--- src/rtl/ikaopm_dac_pkg.sv ---
// Shared constants, state/channel encodings and the float-to-linear helper
// for the YM2151 serial DAC front end.
package IKAOPM_pkg;

  localparam int FRAME_LEN = 16;
  localparam int MANT_LSB  = 3;
  localparam int MANT_W    = 10;
  localparam int EXP_LSB   = 13;
  localparam int EXP_W     = 3;
  localparam int LIN_W     = 16;

  typedef enum logic {
    ST_HUNT = 1'b0,
    ST_LOCK = 1'b1
  } dac_state_t;

  typedef enum logic {
    CH_R = 1'b0,
    CH_L = 1'b1
  } dac_chan_t;

  // Mantissa MSB is an inverted sign (offset binary); exponent 0 means silence.
  function automatic logic signed [LIN_W-1:0] float_to_lin(
    input logic [MANT_W-1:0] m,
    input logic [EXP_W-1:0]  e
  );
    logic signed [LIN_W-1:0] base;
    logic signed [LIN_W-1:0] result;
    base   = {{(LIN_W-MANT_W){~m[MANT_W-1]}}, ~m[MANT_W-1], m[MANT_W-2:0]};
    result = '0;
    if (e != '0) begin
      result = base <<< (e - EXP_W'(1));
    end
    return result;
  endfunction

endpackage

--- src/rtl/ikaopm_dac_if.sv ---
// Link between the framing logic (master) and the shared float decoder (slave).
interface ikaopm_dac_if;
  import IKAOPM_pkg::*;

  logic [MANT_W-1:0]       mant;
  logic [EXP_W-1:0]        expo;
  logic signed [LIN_W-1:0] lin;

  modport master (output mant, output expo, input lin);
  modport slave  (input mant, input expo, output lin);

endinterface

--- src/rtl/ikaopm_dac_decode.sv ---
// Combinational float-to-linear decoder, one instance shared by both channels.
module IKAOPM_dac_decode
  import IKAOPM_pkg::*;
(
  ikaopm_dac_if.slave dac
);

  assign dac.lin = float_to_lin(dac.mant, dac.expo);

endmodule

--- src/rtl/ikaopm_dac.sv ---
// YM2151 serial sound-data receiver: frames LSB-first words on sync pulses,
// decodes them to signed linear samples and reports framing errors.
module ikaopm_dac #(
  parameter int FRAME_LEN = IKAOPM_pkg::FRAME_LEN,
  parameter int ERRCNT_W  = 8
) (
  input  logic                i_EMUCLK,
  input  logic                i_MRST,
  input  logic                i_phi1_NCEN_n,
  input  logic                i_SO,
  input  logic                i_SYNC_R,
  input  logic                i_SYNC_L,
  output logic signed [15:0]  o_R,
  output logic signed [15:0]  o_L,
  output logic                o_R_SAMPLE,
  output logic                o_L_SAMPLE,
  output logic                o_LOCK,
  output logic                o_FRAME_ERR,
  output logic [ERRCNT_W-1:0] o_ERR_CNT
);
  import IKAOPM_pkg::*;

  localparam int               CNT_W    = $clog2(FRAME_LEN);
  localparam logic [CNT_W-1:0] CNT_LAST = CNT_W'(FRAME_LEN - 1);

  logic                    cen;
  logic                    sync_one;
  logic                    sync_both;
  dac_chan_t               sync_ch;

  dac_state_t              state_q, state_d;
  logic [CNT_W-1:0]        cnt_q, cnt_d;
  logic [FRAME_LEN-1:0]    sr_q, sr_d;
  dac_chan_t               last_q, last_d;
  logic                    pend_q, pend_d;
  dac_chan_t               pend_ch_q, pend_ch_d;
  logic signed [15:0]      r_q, r_d, l_q, l_d;
  logic                    r_stb_q, r_stb_d, l_stb_q, l_stb_d;
  logic                    err_q, err_d;
  logic [ERRCNT_W-1:0]     errcnt_q, errcnt_d;
  logic                    unused_sr_lsb;

  ikaopm_dac_if dec_if ();

  // The accepted word sits in sr_q until the next enabled edge, which is
  // exactly when it is decoded and committed to the output register.
  assign dec_if.mant   = sr_q[MANT_LSB +: MANT_W];
  assign dec_if.expo   = sr_q[EXP_LSB +: EXP_W];
  assign unused_sr_lsb = sr_q[0];

  IKAOPM_dac_decode u_decode (
    .dac (dec_if)
  );

  assign cen       = ~i_phi1_NCEN_n;
  assign sync_one  = i_SYNC_R ^ i_SYNC_L;
  assign sync_both = i_SYNC_R & i_SYNC_L;
  assign sync_ch   = i_SYNC_L ? CH_L : CH_R;

  always_comb begin
    // NOTE: every variable gets its hold value first so no path leaves it
    // unassigned; that is what keeps this block free of inferred latches.
    state_d   = state_q;
    cnt_d     = cnt_q;
    sr_d      = sr_q;
    last_d    = last_q;
    pend_d    = pend_q;
    pend_ch_d = pend_ch_q;
    r_d       = r_q;
    l_d       = l_q;
    r_stb_d   = 1'b0;
    l_stb_d   = 1'b0;
    err_d     = 1'b0;
    errcnt_d  = errcnt_q;

    if (cen) begin
      sr_d   = {i_SO, sr_q[FRAME_LEN-1:1]};
      cnt_d  = (cnt_q == CNT_LAST) ? '0 : cnt_q + CNT_W'(1);
      pend_d = 1'b0;

      if (pend_q) begin
        if (pend_ch_q == CH_R) begin
          r_d     = dec_if.lin;
          r_stb_d = 1'b1;
        end else begin
          l_d     = dec_if.lin;
          l_stb_d = 1'b1;
        end
      end

      if (i_SYNC_R || i_SYNC_L) begin
        cnt_d = '0;
      end

      unique case (state_q)
        ST_HUNT: begin
          if (sync_one) begin
            last_d  = sync_ch;
            state_d = ST_LOCK;
          end
        end
        ST_LOCK: begin
          if (sync_both) begin
            err_d   = 1'b1;
            state_d = ST_HUNT;
          end else if (sync_one) begin
            last_d = sync_ch;
            if (cnt_q == CNT_LAST && sync_ch != last_q) begin
              pend_d    = 1'b1;
              pend_ch_d = sync_ch;
            end else begin
              err_d = 1'b1;
            end
          end else if (cnt_q == CNT_LAST) begin
            err_d   = 1'b1;
            state_d = ST_HUNT;
          end
        end
        default: state_d = ST_HUNT;
      endcase

      if (err_d && errcnt_q != '1) begin
        errcnt_d = errcnt_q + ERRCNT_W'(1);
      end
    end
  end

  // NOTE: sequential state uses non-blocking assignments so every register
  // samples the pre-edge values, independent of statement order.
  always_ff @(posedge i_EMUCLK or posedge i_MRST) begin
    if (i_MRST) begin
      state_q   <= ST_HUNT;
      cnt_q     <= '0;
      sr_q      <= '0;
      last_q    <= CH_R;
      pend_q    <= 1'b0;
      pend_ch_q <= CH_R;
      r_q       <= '0;
      l_q       <= '0;
      r_stb_q   <= 1'b0;
      l_stb_q   <= 1'b0;
      err_q     <= 1'b0;
      errcnt_q  <= '0;
    end else begin
      state_q   <= state_d;
      cnt_q     <= cnt_d;
      sr_q      <= sr_d;
      last_q    <= last_d;
      pend_q    <= pend_d;
      pend_ch_q <= pend_ch_d;
      r_q       <= r_d;
      l_q       <= l_d;
      r_stb_q   <= r_stb_d;
      l_stb_q   <= l_stb_d;
      err_q     <= err_d;
      errcnt_q  <= errcnt_d;
    end
  end

  assign o_R         = r_q;
  assign o_L         = l_q;
  assign o_R_SAMPLE  = r_stb_q;
  assign o_L_SAMPLE  = l_stb_q;
  assign o_LOCK      = (state_q == ST_LOCK);
  assign o_FRAME_ERR = err_q;
  assign o_ERR_CNT   = errcnt_q;

endmodule
--- config.mk ---
export PLATFORM = sky130hd
export DESIGN_NAME = ikaopm_dac
export DESIGN_NICKNAME = d
export VERILOG_FILES = /design/src/rtl/ikaopm_dac_pkg.sv /design/src/rtl/ikaopm_dac_if.sv /design/src/rtl/ikaopm_dac_decode.sv /design/src/rtl/ikaopm_dac.sv
export SDC_FILE = /design/constraint.sdc
export NUM_CORES = 1
export LEC_CHECK = 0
export ABC_AREA = 1
export BUFFER_PORTS_ARGS = -buffer_cell sky130_fd_sc_hd__buf_2
export CORE_MARGIN = 3
export CORE_UTILIZATION = 51
export DETAILED_ROUTE_END_ITERATION = 7
export GPL_TIMING_DRIVEN = 0
export PLACE_DENSITY = 0.76
export SLEW_MARGIN = 20
export SYNTH_ARGS = -nofsm -noshare
export SYNTH_HDL_FRONTEND = slang
export SYNTH_SLANG_ARGS = --single-unit
--- constraint.sdc ---
create_clock -name i_EMUCLK -period 2 [get_ports i_EMUCLK]
set_clock_uncertainty 0.2 [all_clocks]
set_input_delay 0.3 -clock i_EMUCLK [delete_from_list [all_inputs] [get_ports i_EMUCLK]]
set_output_delay 0.3 -clock i_EMUCLK [all_outputs]
set_load 0.02 [all_outputs]
==> metrics.txt, run 1 <==
IO buf count=49; slew margin rel.=0.550; syn_nets=426; CTS tree=yes; Worst IR Drop VDD=627 uV; Iter 0 DRT Violations=189; ys async rst share=1.00; Final nets=491; Mapped Cells=414; P_leak=0.00216 uW; DIE AREA=7270 um2; Max FO, Critical Path=10; fin area=3830 um2; Via density=5.06; most used cell, CP=nand2_1; Commonest cells post-synth=nand2_1 (190), dfrtp_1 (64), nand3_1 (46); final WL=7.00 mm; Layout area overhead=19.4%; FILL cells=560; CTS buffer count=9; worst setup path category=flop to flop; Max Cap Viol=0; final hold violations=0; # IOs=50; Final WS setup=0.134 ns; top cells by area, synth=dfrtp_1 (50%), nand2_1 (22%), nand3_1 (7.2%); post-synthesis sequential area ratio=0.500; share of layout cells above drive strength 1=0.202; starting density of the core=0.535; element type at the critical path end=flop; Synth area leader=dfrtp_1; minimum clock period after layout=1.87 ns; Core Rows=28; DRT Pass-1 Iters=5; worst-path cell with the longest stage delay=dfrtp_1; initial antenna violation count=0; critical path's largest stage delay=0.42 ns; critical path arrival=1.94 ns; Detail Route Antenna Nets=0; startpoint class of the critical path=flop; drt drc=0; top_reg_cell synth=dfrtp_1; Max Buffers Root-to-Sink=2; #FFs+latches synth=64; achievable frequency=536 MHz; largest net degree at the start of global routing=35; Post-synth EDFFs=0; via count=2826; status=complete, no violations; mean area per synthesized cell=7.74 um2; clock transition at the registers of the reported paths=0.07 ns; final worst-path cycle share=0.933; Die Ht=85.3 um; H-tree depth=3; PwrDens=957 nW/um2; Mapped Area=3210 um2; most common cell in the netlist=nand2_1; WP data required=2.08 ns; Worst Max-Slew Pin Slew=0.674 ns; core area=5990 um2; Die X=85.3 um; WL/cell=12.5 um; worst hold margin=0.0240 ns; Synth cell types=28; pre-CTS WS=-0.0135 ns; Worst-Skew Late Latency=0.33 ns; vias in the first global route=2641; final number of setup-violating endpoints=0; Clock Sinks=64; Hold Crit Class=input pin to flop; DP Area=3570 um2; Slew Limit Fails=0; cell breakdown of the critical path=inv_2 > buf_6 > ha_2 > inv_1 > nand2_1 > nand2_4 > nor2_4 > buf_6 > nand2_1 > nand2_1 > nand2_1 > nand2_1; antenna diode count=0; Total GRT Usage=0.211; global-route wire length before repair=12.2 mm; area share of the largest cell type after synthesis=0.500; Routability Congestion=0.853; hpwl dp=5.07 mm; grt ovf=0; Root Driver=clkbuf_8; Ys Warns=0
-- kinds of logic (layout without fill, tap and decap cells) --
group / Yosys count / after routing / synth area share
xor+xnor: 4 / 4 / 0.0109
flops: 64 / 64 / 0.500
buf+inv: 48 / 118 / 0.0644
simple gates: 256 / 256 / 0.339
compound gates: 36 / 36 / 0.0625
fa+ha+maj: 6 / 6 / 0.0234
-- registers in the layout, summed over array words and instances (netlist names), 4 cells and up --
register   flops
cnt_q          4
sr_q          13
o_R           16
o_ERR_CNT      8
o_L           16
-- through the flow --
stage / cells / power, uW / setup TNS (ns) / util
global placement: 538 / 2530 / 0 / 0.592
floorplan: 414 / 2290 / 0 / -
global route: 559 / 3920 / -0.00535 / 0.639
CTS: 557 / 3660 / 0 / 0.632
detailed placement: 539 / 2560 / -0.0330 / 0.596
finish: 559 / 3660 / 0 / 0.639
-- power by group --
| part | internal [uW] | leakage [uW] | switching, uW | total (uW) |
|---|---|---|---|---|
| sequential | 1440 | 0.000853 | 138 | 1580 |
| clock | 574 | 0.0000952 | 514 | 1090 |
| combinational | 345 | 0.00121 | 650 | 995 |
| total | 2360 | 0.00216 | 1300 | 3660 |
-- cell usage in the layout, fill, tap and decap left out, drive strengths merged, types with 2 or more instances in the layout --
cell type	instances
nor2	10
nor3	2
ha	6
o21ai	26
xnor2	2
nand3	48
clkinvlp	3
a21oi	7
xor2	2
buf	63
nand2	194
dlygate4sd3	2
clkinv	4
inv	33
dfrtp	64
clkbuf	12
-- per-layer routing --
layer | GRT usage | wire [um] | share of wire | vias up
li1 | - | - | - | 1434
met1 | 0.283 | 3200 | 0.46 | 1292
met2 | 0.325 | 3210 | 0.46 | 82
met3 | 0.0476 | 410 | 0.059 | 18
met4 | 0.0964 | 187 | 0.027 | 0
met5 | 0 | 0 | 0 | -
-- worst max-delay path: cells and delay by family, from the launching register on --
family / cells / cell delay, ns
simple gates: 7 / 0.59
fa+ha+maj: 1 / 0.19
flops: 1 / 0.42
buf+inv: 4 / 0.39
-- final timing paths --
kind                            cells past startpoint  slack [ns]                 start                    to
worst max register to register                     12        0.13  sr_q[13]$_DFFE_PP0N_    o_L[7]$_DFFE_PP0P_
worst max-delay path                               12        0.13  sr_q[13]$_DFFE_PP0N_    o_L[7]$_DFFE_PP0P_
worst min register to register                      2        0.28   o_L[12]$_DFFE_PP0P_   o_L[12]$_DFFE_PP0P_
max in group asynchronous                           4        0.61                i_MRST  cnt_q[3]$_DFFE_PP0N_
min in group asynchronous                           3        0.40                i_MRST    o_L[9]$_DFFE_PP0P_
worst min-delay path                                3        0.02              i_SYNC_L    last_q$_DFFE_PP0P_
-- cell type report --
| class | count | area, um2 | share of cell area |
|---|---|---|---|
| Clock buffer | 9 | 124 | 0.0324 |
| Buffer | 14 | 90.1 | 0.0235 |
| Tap cell | 75 | 93.8 | 0.0245 |
| Multi-Input combinational cell | 302 | 1420 | 0.370 |
| Sequential cell | 64 | 1600 | 0.418 |
| Timing Repair Buffer | 54 | 300 | 0.0784 |
| Inverter | 34 | 131 | 0.0343 |
| Clock inverter | 7 | 72.6 | 0.0190 |
-- repair_timing --
item / 4_1_cts / 5_1_grt
setup endpoints to repair: 9 / 32
setup buffers: 0 / 2
hold buffers: 2 / 0
hold endpoints to repair: 31 / 0
gates resized for setup: 1 / 8
Power figures use the tool's default switching activity.
==> inputs of run 2 (changes only) <==
--- a/config.mk
+++ b/config.mk
@@ -6,7 +6,7 @@
 export NUM_CORES = 1
 export LEC_CHECK = 0
 export ABC_AREA = 1
-export BUFFER_PORTS_ARGS = -buffer_cell sky130_fd_sc_hd__buf_2
+export BUFFER_PORTS_ARGS = -buffer_cell sky130_fd_sc_hd__buf_4
 export CORE_MARGIN = 3
 export CORE_UTILIZATION = 51
 export DETAILED_ROUTE_END_ITERATION = 7
==> run 2 against run 1 <==
- first-iteration DRC count is 5.3% higher
- utilization up 2.2 points
- register-to-register slack about the same
- sequential share of layout area fell by 1.4 points
- via count up 0.32%
- critical path depth did not move
- maximum frequency rose by 0.74%
- design area is 3.4% higher
- highest routed layer unchanged
==> metrics.txt, run 2 (synthesis results as in run 1) <==
post-placement cell count=540 (+0.19%); CTS tree=yes; Die Ht=85.3 um (unchanged); Iter 0 DRT Violations=199 (+5.3%); worst hold margin=0.00527 ns (-0.0187 ns); final hold violations=0 (unchanged); Layout area overhead=23.5%; final worst-path cycle share=0.926 (-0.00681); final number of setup-violating endpoints=0 (unchanged); Hold Crit Class=input pin to flop; antenna diode count=0 (unchanged); Worst Max-Slew Pin Slew=0.411 ns (-0.262 ns); Via density=5.07 (+0.32%); most common cell after layout, fill and taps aside=nand2_1; # IOs=50 (unchanged); Core Rows=28 (unchanged); grt ovf=0 (unchanged); DIE AREA=7270 um2 (unchanged); drt drc=0 (unchanged); hold path startpoint=i_SYNC_L; reg2reg setup slack=0.15 ns (about the same); worst setup path category=flop to flop; P_leak=0.00217 uW (+0.60%); RR Startpoint=sr_q[13]$_DFFE_PP0N_; Detail Route Antenna Nets=0 (unchanged); Max Buffers Root-to-Sink=2 (unchanged); final WL=7.17 mm (+2.4%); cell breakdown of the critical path=inv_2 > buf_6 > ha_2 > inv_1 > nand2_1 > nand2_4 > nor2_4 > buf_6 > nand3_2 > nand2_1 > nand2_1 > nand2_1; via count=2835 (+0.32%); share of layout cells above drive strength 1=0.200 (-0.00207); initial antenna violation count=0 (unchanged); WP data required=2.08 ns (about the same); vias in the first global route=2836 (+7.4%); Max Cap Viol=0 (unchanged); startpoint class of the critical path=flop; Top Family by Delay on Critical Path=simple AND/OR/NAND/NOR gates; WL/cell=12.8 um (+2.4%); launch point of the worst path=sr_q[13]$_DFFE_PP0N_; Slew Limit Fails=0 (unchanged); endpoint of the worst register-to-register path=o_L[8]$_DFFE_PP0P_; most frequent cells in the layout=nand2_1 (189), dfrtp_1 (64), buf_4 (52); achievable frequency=540 MHz (+0.74%); DRT Pass-1 Iters=4 (-1); core area=5990 um2 (unchanged); Routability Congestion=0.862 (+1.1%); Die X=85.3 um (unchanged); critical path arrival=1.93 ns (about the same); global-route wire length before repair=12.6 mm (+3.1%); largest net degree at the start of global routing=30 (-14%); Min-Delay Path Depth=3 (unchanged); Worst-Skew Late Latency=0.34 ns (about the same); status=complete, no violations; element type at the critical path end=flop; clock transition at the registers of the reported paths=0.07 ns (about the same); Power, Total=3670 uW (+0.13%); Final nets=491 (unchanged); PwrDens=926 nW/um2 (-3.2%); Total GRT Usage=0.215 (+0.00464); CTS buffer count=9 (unchanged); critical path's largest stage delay=0.41 ns (about the same); r2r worst-path depth=12 (unchanged); setup TNS=0 ns (unchanged); H-tree depth=3 (unchanged); WP buf/inv=4 (unchanged); IO buf count=49 (unchanged); most used cell, CP=nand2_1; worst-path cell with the longest stage delay=dfrtp_1; Max FO, Critical Path=10 (unchanged); hpwl dp=5.33 mm (+5.2%); slew margin rel.=0.724 (+0.174); hold path endpoint=last_q$_DFFE_PP0P_; Util after Layout=0.661 (+0.0219); Root Driver=clkbuf_8; minimum clock period after layout=1.85 ns (-0.0136 ns); Worst IR Drop VDD=632 uV (+0.78%); Clock Sinks=64 (unchanged); Non-Filler Instances=559 (unchanged); starting density of the core=0.535 (unchanged)
==> run 2: stage by stage <==
step / area (um2) / setup WS, ns
after floorplan: 3210 / 0.234
after global placement: 3670 / -0.00817
after detailed placement: 3710 / -0.0145
after CTS: 3920 / 0.00841
after global routing: 3960 / -0.00611
final: 3960 / 0.148
==> run 2: cell type report <==
class                      count  area [um2]
fill                         519        2030
buffer                        14        93.8
clock buffer                  14         173
inverter                      34         131
tap                           75        93.8
timing repair buffer          54         435
sequential                    64        1600
clock inverter                 2        12.5
multi-input combinational    302        1420
==> run 2: tightest hold or removal path, delay by kind of cell <==
family          cells  cell delay (ns)
buf+inv             1             0.10
compound gates      1             0.06
simple gates        1             0.05
==> run 2: repair_timing <==
item,in CTS,in global routing
endpoints found under the hold margin,36,0
buffers inserted,0,1
pin swaps,0,1
hold buffers,2,0
setup endpoints to repair,8,31
resized for setup,1,10
==> run 2: report_power, final <==
part           leakage (uW)  internal (uW)  switching (uW)  total [uW]
clock network     0.0000927            551             482        1030
registers          0.000853           1440             141        1580
logic               0.00123            404             648        1050
total               0.00217           2400            1270        3670
==> run 2: worst max path at each step <==
| stage | to | cells past startpoint |
|---|---|---|
| after detailed placement | o_L[8]$_DFFE_PP0P_ | 10 |
| final | o_L[8]$_DFFE_PP0P_ | 12 |
| after CTS | o_L[11]$_DFFE_PP0P_ | 11 |
| after global routing | o_L[8]$_DFFE_PP0P_ | 12 |
| after floorplan | o_L[12]$_DFFE_PP0P_ | 10 |
| after global placement | o_L[8]$_DFFE_PP0P_ | 10 |
==> run 2: metal layers <==
metal | GRT usage | routed length (um) | up-vias
li1 | - | - | 1433
met1 | 0.274 | 3210 | 1329
met2 | 0.356 | 3490 | 60
met3 | 0.0583 | 371 | 13
met4 | 0.0719 | 101 | 0
met5 | 0 | 0 | -
==> inputs of run 3 (changes only) <==
--- a/config.mk
+++ b/config.mk
@@ -11,6 +11,7 @@
 export CORE_UTILIZATION = 51
 export DETAILED_ROUTE_END_ITERATION = 7
 export GPL_TIMING_DRIVEN = 0
+export MAX_ROUTING_LAYER = met4
 export PLACE_DENSITY = 0.76
 export SLEW_MARGIN = 20
 export SYNTH_ARGS = -nofsm -noshare
==> run 3 against run 2 <==
- final cell count stayed put
- via count shrank 0.39%
- count of clock-buffer cells in the layout did not move
- register-to-register slack barely moved
- global-route usage increased by 0.65 points
- sequential power about the same
- clock power barely moved
- worst setup slack worse by 0.0023 ns
- critical path depth unchanged
- wire length fell by 0.49%
- largest cell class unchanged
- critical endpoint unchanged
==> metrics.txt, run 3 (synthesis results as in run 1) <==
setup TNS=0 ns (unchanged); share of layout cells above drive strength 1=0.200 (unchanged); final WL=7.14 mm (-0.49%); most common cell after layout, fill and taps aside=nand2_1; initial antenna violation count=0 (unchanged); global-route wire length before repair=12.6 mm (about the same); element type at the critical path end=flop; Worst IR Drop VDD=630 uV (-0.18%); Final nets=491 (unchanged); final hold violations=0 (unchanged); Clock Sinks=64 (unchanged); # IOs=50 (unchanged); startpoint class of the critical path=flop; final number of setup-violating endpoints=0 (unchanged); Final WS setup=0.146 ns (-0.00228 ns); final worst-path cycle share=0.927 (+0.00114); core area=5990 um2 (unchanged); Max FO, Critical Path=10 (unchanged); worst setup path category=flop to flop; achievable frequency=539 MHz (-0.12%); slew margin rel.=0.724 (about the same); Die Ht=85.3 um (unchanged); Die X=85.3 um (unchanged); WP data required=2.08 ns (about the same); most frequent cells in the layout=nand2_1 (189), dfrtp_1 (64), buf_4 (52); Core Rows=28 (unchanged); Layout area overhead=23.5% (unchanged); via count=2824 (-0.39%); IO buf count=49 (unchanged); H-tree depth=3 (unchanged); clock transition at the registers of the reported paths=0.07 ns (about the same); Max Cap Viol=0 (unchanged); Util after Layout=0.661 (unchanged); Routability Congestion=0.876 (+1.6%); starting density of the core=0.535 (unchanged); Worst Max-Slew Pin Slew=0.411 ns (+0.00000727 ns); CTS buffer count=9 (unchanged); vias in the first global route=2840 (+0.14%); Total GRT Usage=0.222 (+0.00651); grt ovf=0 (unchanged); PwrDens=926 nW/um2 (about the same); drt drc=0 (unchanged); hpwl dp=5.33 mm (unchanged); CTS tree=yes; Max Buffers Root-to-Sink=2 (unchanged); DRT Pass-1 Iters=4 (unchanged); Root Driver=clkbuf_8; largest net degree at the start of global routing=30 (unchanged); WL/cell=12.8 um (-0.49%); minimum clock period after layout=1.85 ns (+0.00228 ns); status=complete, no violations; antenna diode count=0 (unchanged); DIE AREA=7270 um2 (unchanged); Worst-Skew Late Latency=0.34 ns (about the same); P_leak=0.00217 uW (unchanged); Iter 0 DRT Violations=176 (-12%); pre-CTS WS=-0.0145 ns (unchanged); worst hold margin=0.00462 ns (-0.000649 ns); critical path arrival=1.93 ns (about the same); Slew Limit Fails=0 (unchanged); Detail Route Antenna Nets=0 (unchanged); Via density=5.05 (-0.39%); Hold Crit Class=input pin to flop
## run 3: where the power goes
group / leakage (uW) / total [uW] / switching, uW / internal [uW]
clock: 0.0000927 / 1030 / 481 / 551
combinational: 0.00123 / 1050 / 647 / 404
sequential: 0.000853 / 1580 / 141 / 1440
## run 3: path summary, 6_finish.rpt
path / startpoint / cells past startpoint / slack [ns] / end
min: i_SYNC_L / 3 / 0.005 / last_q$_DFFE_PP0P_
max reg2reg: sr_q[13]$_DFFE_PP0N_ / 12 / 0.15 / o_L[8]$_DFFE_PP0P_
min in group asynchronous: i_MRST / 3 / 0.28 / o_FRAME_ERR$_DFF_PP0_
max: sr_q[13]$_DFFE_PP0N_ / 12 / 0.15 / o_L[8]$_DFFE_PP0P_
max in group asynchronous: i_MRST / 5 / 0.70 / o_L[0]$_DFFE_PP0P_
min reg2reg: sr_q[5]$_DFFE_PP0N_ / 2 / 0.28 / sr_q[5]$_DFFE_PP0N_
## run 3: what timing repair did
action,4_1_cts,5_1_grt
buffers inserted,0,1
hold buffers,2,0
gates cloned,0,0
resized for setup,1,10
setup endpoints to repair,8,31
hold endpoints to repair,36,0
pin swaps,0,1
## run 3: cell type report
type                            count  area [um2]
Fill cell                         519        2030
Sequential cell                    64        1600
Multi-Input combinational cell    302        1420
Timing Repair Buffer               54         435
Clock buffer                       14         173
Inverter                           34         131
Buffer                             14        93.8
Tap cell                           75        93.8
Clock inverter                      2        12.5
## run 3: metrics by stage
stage               total power (uW)  area, um2  instances
finish                          3670       3960        559
floorplan                       2290       3210        414
CTS                             3670       3920        558
detailed placement              2630       3710        540
global route                    3910       3960        559
global placement                2590       3670        538
## run 3: critical path: stages (launching register included)
cell and delay [ns]:
dfrtp_1 0.41, inv_2 0.08, buf_6 0.12, ha_2 0.20
inv_1 0.06, nand2_1 0.09, nand2_4 0.08, nor2_4 0.10
buf_6 0.14, nand3_2 0.06, nand2_1 0.11, nand2_1 0.08
nand2_1 0.07
## run 3: metal layers
layer / share of wire / track usage / vias up
met3: 0.048 / 0.0583 / 11
met2: 0.49 / 0.357 / 55
met4: 0.014 / 0.0719 / 0
met1: 0.45 / 0.273 / 1326
li1: - / - / 1432
met5: 0 / - / -
